### src/rtl/mux_nc_reg.sv
// N-input WIDTH-bit selector with a single registered output slot and a valid/ready
// handshake. Channel choice is either fixed by Ctrl or round-robin among valid inputs.
module mux_nc_reg #(
  parameter int WIDTH  = 5,
  parameter int N_ENT  = 4,
  parameter int CTRL_W = 2
) (
  input  logic                   clk,
  input  logic                   rst,
  input  logic [CTRL_W-1:0]      Ctrl,
  input  logic                   Modo,
  input  logic [N_ENT*WIDTH-1:0] Entradas,
  input  logic [N_ENT-1:0]       Valido_In,
  input  logic                   Listo_Out,
  output logic [N_ENT-1:0]       Ack,
  output logic [WIDTH-1:0]       Mux_Out,
  output logic                   Valido_Out,
  output logic [CTRL_W-1:0]      Sel_Out,
  output logic                   Error
);

  // Handshake: a channel's word is consumed in the cycle its Ack bit is high
  // (Valido_In[i] && Ack[i]); the output word is taken downstream on any edge
  // where Valido_Out && Listo_Out. Ack is only raised when the slot is free.

  logic [WIDTH-1:0]  r_data;
  logic              r_valid;
  logic [CTRL_W-1:0] r_sel;
  logic              r_error;
  logic [CTRL_W-1:0] r_ptr;

  logic              w_ctrl_ok;
  logic              w_fix_vld;
  logic              w_rr_vld;
  logic [CTRL_W-1:0] w_rr_idx;
  logic              w_grant_vld;
  logic [CTRL_W-1:0] w_grant_idx;
  logic              w_slot_free;
  logic              w_load;
  logic [WIDTH-1:0]  w_data;
  logic [CTRL_W-1:0] w_ptr_next;

  assign w_ctrl_ok = ({{(32-CTRL_W){1'b0}}, Ctrl} < 32'(N_ENT));

  // Fixed-mode grant: the addressed channel must exist and be valid.
  always_comb begin
    w_fix_vld = 1'b0;
    for (int i = 0; i < N_ENT; i++) begin
      if (Ctrl == CTRL_W'(i) && Valido_In[i]) w_fix_vld = 1'b1;
    end
  end

  // Round-robin search starting at r_ptr, wrapping modulo N_ENT.
  always_comb begin
    int idx;
    logic v;
    w_rr_vld = 1'b0;
    w_rr_idx = '0;
    idx      = 0;
    v        = 1'b0;
    for (int k = 0; k < N_ENT; k++) begin
      idx = int'(r_ptr) + k;
      if (idx >= N_ENT) idx = idx - N_ENT;
      v = 1'b0;
      for (int i = 0; i < N_ENT; i++) begin
        if (i == idx) v = Valido_In[i];
      end
      if (!w_rr_vld && v) begin
        w_rr_vld = 1'b1;
        w_rr_idx = CTRL_W'(idx);
      end
    end
  end

  assign w_grant_vld = Modo ? w_rr_vld : w_fix_vld;
  assign w_grant_idx = Modo ? w_rr_idx : Ctrl;
  assign w_slot_free = !r_valid || Listo_Out;
  assign w_load      = w_slot_free && w_grant_vld && !rst;

  always_comb begin
    w_data = '0;
    for (int i = 0; i < N_ENT; i++) begin
      if (w_grant_idx == CTRL_W'(i)) w_data = Entradas[i*WIDTH +: WIDTH];
    end
  end

  always_comb begin
    Ack = '0;
    for (int i = 0; i < N_ENT; i++) begin
      Ack[i] = w_load && (w_grant_idx == CTRL_W'(i));
    end
  end

  assign w_ptr_next = (w_grant_idx == CTRL_W'(N_ENT - 1)) ? '0 : w_grant_idx + 1'b1;

  always_ff @(posedge clk) begin
    if (rst) begin
      r_data  <= '0;
      r_valid <= 1'b0;
      r_sel   <= '0;
      r_error <= 1'b0;
      r_ptr   <= '0;
    end else begin
      r_error <= !Modo && !w_ctrl_ok;
      if (w_slot_free) begin
        if (w_grant_vld) begin
          r_data  <= w_data;
          r_sel   <= w_grant_idx;
          r_valid <= 1'b1;
          if (Modo) r_ptr <= w_ptr_next;
        end else begin
          r_valid <= 1'b0;
        end
      end
    end
  end

  assign Mux_Out    = r_data;
  assign Valido_Out = r_valid;
  assign Sel_Out    = r_sel;
  assign Error      = r_error;

endmodule

### config.mk
export PLATFORM = sky130hd
export DESIGN_NAME = mux_nc_reg
export DESIGN_NICKNAME = d
export VERILOG_FILES = /design/src/rtl/mux_nc_reg.sv
export SDC_FILE = /design/constraint.sdc
export NUM_CORES = 1
export LEC_CHECK = 0
export CAP_MARGIN = 20
export CELL_PAD_IN_SITES_DETAIL_PLACEMENT = 0
export CELL_PAD_IN_SITES_GLOBAL_PLACEMENT = 1
export CORE_MARGIN = 5
export CORE_UTILIZATION = 33
export CTS_CLUSTER_DIAMETER = 30
export DETAILED_ROUTE_END_ITERATION = 7
export HOLD_SLACK_MARGIN = 0.03
export PLACE_DENSITY = 0.95
export SYNTH_ARGS = -nofsm -noshare
export SYNTH_HDL_FRONTEND = slang
export SYNTH_SLANG_ARGS = --single-unit
### constraint.sdc
create_clock -name clk -period 5.7 [get_ports clk]
set_input_delay 0.855 -clock clk [delete_from_list [all_inputs] [get_ports clk]]
set_output_delay 0.855 -clock clk [all_outputs]
set_load 0.02 [all_outputs]
* After elaboration in Yosys (flattened, before gate mapping)
Index checks and enable logic that the tools add are counted.
** Operators by class
- Add/subtract/negate cells :: 8
- Reduce and logical (&&, ||, !) cells :: 27
- Mux-type cells :: 40
- $lt $le $gt $ge :: 4
- Equality and inequality tests :: 18
** Operators by type and width (number)
- == test 3 x 32 -> 1 bit (first input constant) :: 8
- == test 2 x 32 -> 1 bit (first input constant) :: 4
- zero test 32 bit :: 4
- 2-to-1 mux 32 bit :: 4
- 2-to-1 mux 1 bit :: 26
- 2-to-1 mux 5 bit :: 4
- logical AND 1 bit :: 13
- 2-to-1 mux 2 bit :: 6
- subtractor 3 x 3 -> 4 bit (second input constant) :: 3
- >= comparator 3 bit (second input constant) :: 3
- == test 2 bit (second input constant) :: 4
- adder 2 x 2 -> 3 bit (second input constant) :: 2
- zero test 1 bit :: 5
- == test 2 x 1 -> 1 bit (second input constant) :: 2
- zero test 2 bit :: 2
- subtractor 2 x 3 -> 4 bit (second input constant) :: 1
- adder 2 x 1 -> 3 bit (second input constant) :: 1
- >= comparator 2 x 3 -> 1 bit (second input constant) :: 1
- AND reduction 3 bit :: 1
- adder 2 x 1 -> 2 bit (second input constant) :: 1
- AND reduction 2 bit :: 1
- logical OR 1 bit :: 1
** Storage, ports and cells
- Register bits after elaboration :: 10
- Input bits :: 30
- Output and inout port bits :: 13
- Logic and storage cells :: 101

* Depth between registers and ports, before layout
- Word-level depth :: 23
- Mapped depth :: 16
- Mapped depth without buffers :: 16

* Worst setup path before layout
No wires, ideal clock.
- Kind :: input to output
- Start :: input Valido_In[0]
- End :: output Ack[3]
- Slack :: 1.985 ns
- Data arrival time :: 2.860 ns
- Path buffers :: 1
- Cell stages on the path :: 10
- Cells stage by stage :: and3b_1 -> a2111oi_2 -> or2_2 -> nand3_1 -> a211o_1 -> a32oi_2 -> inv_1 -> ha_1 -> clkbuf_1 -> and3b_1
** RTL lines
- start: declaration :: line 13 : input logic [N_ENT-1:0] Valido_In,
- 2-to-1 mux 1 bit (4 in a row) :: line 66 : if (i == idx) v = Valido_In[i];
- 2-to-1 mux 1 bit :: line 68 : if (!w_rr_vld && v) begin
- zero test 1 bit :: line 68
- logical AND 1 bit :: line 68
- 2-to-1 mux 1 bit :: line 68
- zero test 1 bit :: line 68
- logical AND 1 bit :: line 68
- 2-to-1 mux 1 bit :: line 68
- zero test 1 bit :: line 68
- logical AND 1 bit :: line 68
- 2-to-1 mux 2 bit * :: line 68
- 2-to-1 mux 2 bit * :: line 76 : assign w_grant_idx = Modo ? w_rr_idx : Ctrl;
- net w_grant_idx[1] :: line 37 : logic [CTRL_W-1:0] w_grant_idx;
- == test 2 bit * :: line 90 : Ack[i] = w_load && (w_grant_idx == CTRL_W'(i));
- logical AND 1 bit * :: line 90
- end: declaration :: line 15 : output logic [N_ENT-1:0] Ack,
Mark *: on every way through the listed nets, which the timed path passes. The rest lies on a longest branch.

* Worst setup path in the final report
Ends and elaborated chain as after synthesis.

==> flow_summary.toml <==
[job]
maxCapViolCount = 0

[sta]
hold_viol = 0
rsz0062_at_grt = "false"
fin_crit_ns = 4.83
max_freq_ghz = 0.207
finalSetupViolCount = 0
slew_violations = 0
relSlewSlack_pct = 59.2
fin_setup_tns_ns = 0
finalCritPeriodShare_pct = 84.7
layout_setup_ws_ns = 0.871
finalClockSkew_ns = 0.00423
worst_pin_slew_ns = 0.607

[routing]
drc = 0
avgRoutedWirePerCell_um = 13.6
antenna_left = 0
drt-pass1-iter-count = 4
drt_wl_total_um = 2930
via_per_inst = 5.03
first_iter_violations = 64
dr_total_vias = 1087

[place]
dpl.cell_count = 213
dpl_worst_slack_ns = 0.886
io_buffers = 41
gp_congestion = 0.873
dp_hpwl_um = 2390

[floorplan]
core_region_area_um2 = 3100
io_pins = 43
dieWidth_um = 67.5
initial_core_util_pct = 35.2
die_y_um = 67.5
die_area_um2 = 4560
rows = 20

[cells_and_area]
nets = 216
synthToLayoutAreaGrowth_pct = 42.6
stdcell_count = 216
antenna_cells = 0
drive_above_1_share_pct = 12.2

[synthesis]
ys_ff_latch = 10
synth_fp_nets = 174
yosys_most_used_dff = "dfxtp_1"
synth_cell_types = 38
yosysSeqAreaShare_pct = 18.3
synth_edf_count = 0
syn_area_per_cell_um2 = 8.27
ys_async_sr_fraction_pct = 0
syn-cell-area_um2 = 1090
synth_area_leaders = "dfxtp_1 (18%), ha_1 (14%), a211oi_2 (8.0%), nor2_1 (7.2%), a21oi_1 (6.0%)"
synth.most_common_cell = "nor2_1"
synthTopCellsByCount = "nor2_1 (21), a21oi_1 (13), ha_1 (12)"
yosysTopAreaCellShare_pct = 18.3
synth_area_leader_cell = "dfxtp_1"
yosys_warnings = 0
syn_inst = 132

[setup_path]
crit_type = "in2out"
crit_arrival_ns = 3.97
required_ns = 4.85
cp_max_fo = 12
endpoint_kind = "primary output"
cp-start-kind = "primary input"

[clock_network]
root_buffer = "clkbuf_4"
clock_latency_ns = 0.26
cts_num_sinks = 10
ctsResizeCount = 0
holdBufCountCts = 0
clk_pin_slew_worst_paths_ns = 0.06
postCtsSetupBuffers = 0
clockBufferDepth = 2
cts_tree = "yes"
htreeDepth = 1
numCtsBuffers = 3

[grt]
grt_max_degree = 19
grt_overflow = 0
grt_util_all_layers_pct = 12.5
grt_pass1_wl_um = 4410
antenna_found_initial = 0
grt_pass1_vias = 1017

[power_and_ir_drop]
vdd_drop_max_mv = 0.214
powerDensity_nw_per_um2 = 494
p_leak_nw = 0.606

[worst_hold_path]
hp-class = "reg2reg"

[outcome]
outcome = "finished, final reports clean"
==> layout make-up <==
cell class | count | area (µm²)
Sequential cell | 10 | 200
Fill cell | 306 | 1550
Multi-Input combinational cell | 112 | 843
Inverter | 5 | 18.8
Tap cell | 44 | 55.1
Timing Repair Buffer | 42 | 418
Clock buffer | 3 | 22.5
==> routing by layer <==
| layer | track usage, % | wire (µm) |
|---|---|---|
| met4 | 5.32 | 36 |
| met3 | 2.00 | 144 |
| met1 | 16.1 | 1290 |
| met2 | 20.5 | 1460 |
| met5 | 0 | 0 |
==> path summary, 6_finish.rpt <==
path                start          to  slack (ns)  cells past startpoint
max          Valido_In[0]      Ack[3]        0.87                     11
min            Mux_Out[0]  Mux_Out[0]        0.53                      2
max reg2reg      r_ptr[0]  Mux_Out[1]        1.94                     16
min reg2reg    Mux_Out[0]  Mux_Out[0]        0.53                      2
==> stage by stage <==
step           area, µm²  utilization [%]  hold slack, ns  power (mW)
4_1_cts             1560             50.2           0.535       0.769
3_5_place_dp        1540             49.5           0.526       0.719
3_3_place_gp        1540             49.5           0.516       0.706
2_1_floorplan       1090                -           0.550       0.555
6_report            1560             50.2           0.534       0.770
5_1_grt             1560             50.2           0.555       0.836
==> cells in the final DEF (no fill, tap or decap), types with 2 or more instances in the layout <==
| cell type | count |
|---|---|
| a211o_1 | 2 |
| a211oi_2 | 7 |
| a21oi_1 | 13 |
| a22oi_1 | 4 |
| and3b_1 | 5 |
| clkbuf_4 | 3 |
| clkdlybuf4s50_1 | 41 |
| dfxtp_1 | 10 |
| ha_1 | 12 |
| inv_1 | 5 |
| mux2i_1 | 2 |
| nand2_1 | 11 |
| nor2_1 | 21 |
| nor2b_1 | 5 |
| o21ai_0 | 7 |
| o31a_1 | 2 |
==> registers in the layout, summed over array words and instances, names as in the netlist <==
register    count
Mux_Out         5
Valido_Out      1
Sel_Out         2
r_ptr           2
==> report_power, final <==
part	internal [mW]	total (mW)	switching [mW]
combinational	0.252	0.604	0.352
clock	0.0244	0.0474	0.0231
sequential	0.0976	0.119	0.0213
total	0.374	0.770	0.397
==> worst max-delay path, cell delays in order <==
cell and delay (ns):
clkdlybuf4s50_1 0.47, and3b_1 0.20, a2111oi_2 0.36, nor2_1 0.15
nor3_4 0.27, o21ai_0 0.15, a32oi_2 0.30, inv_1 0.11
ha_1 0.33, and3b_1 0.24, clkdlybuf4s50_1 0.53
==> logic make-up after synthesis <==
kind of cell,Yosys count,synth area share [%]
AOI/OAI and AO/OA,47,36.4
adders and majority gates,12,13.7
buffers and inverters,10,4.47
DFF,10,18.3
muxes,3,3.89
other,1,0.343
and+or+nand+nor,49,22.8
No activity file was read; power rests on OpenSTA's default activity.
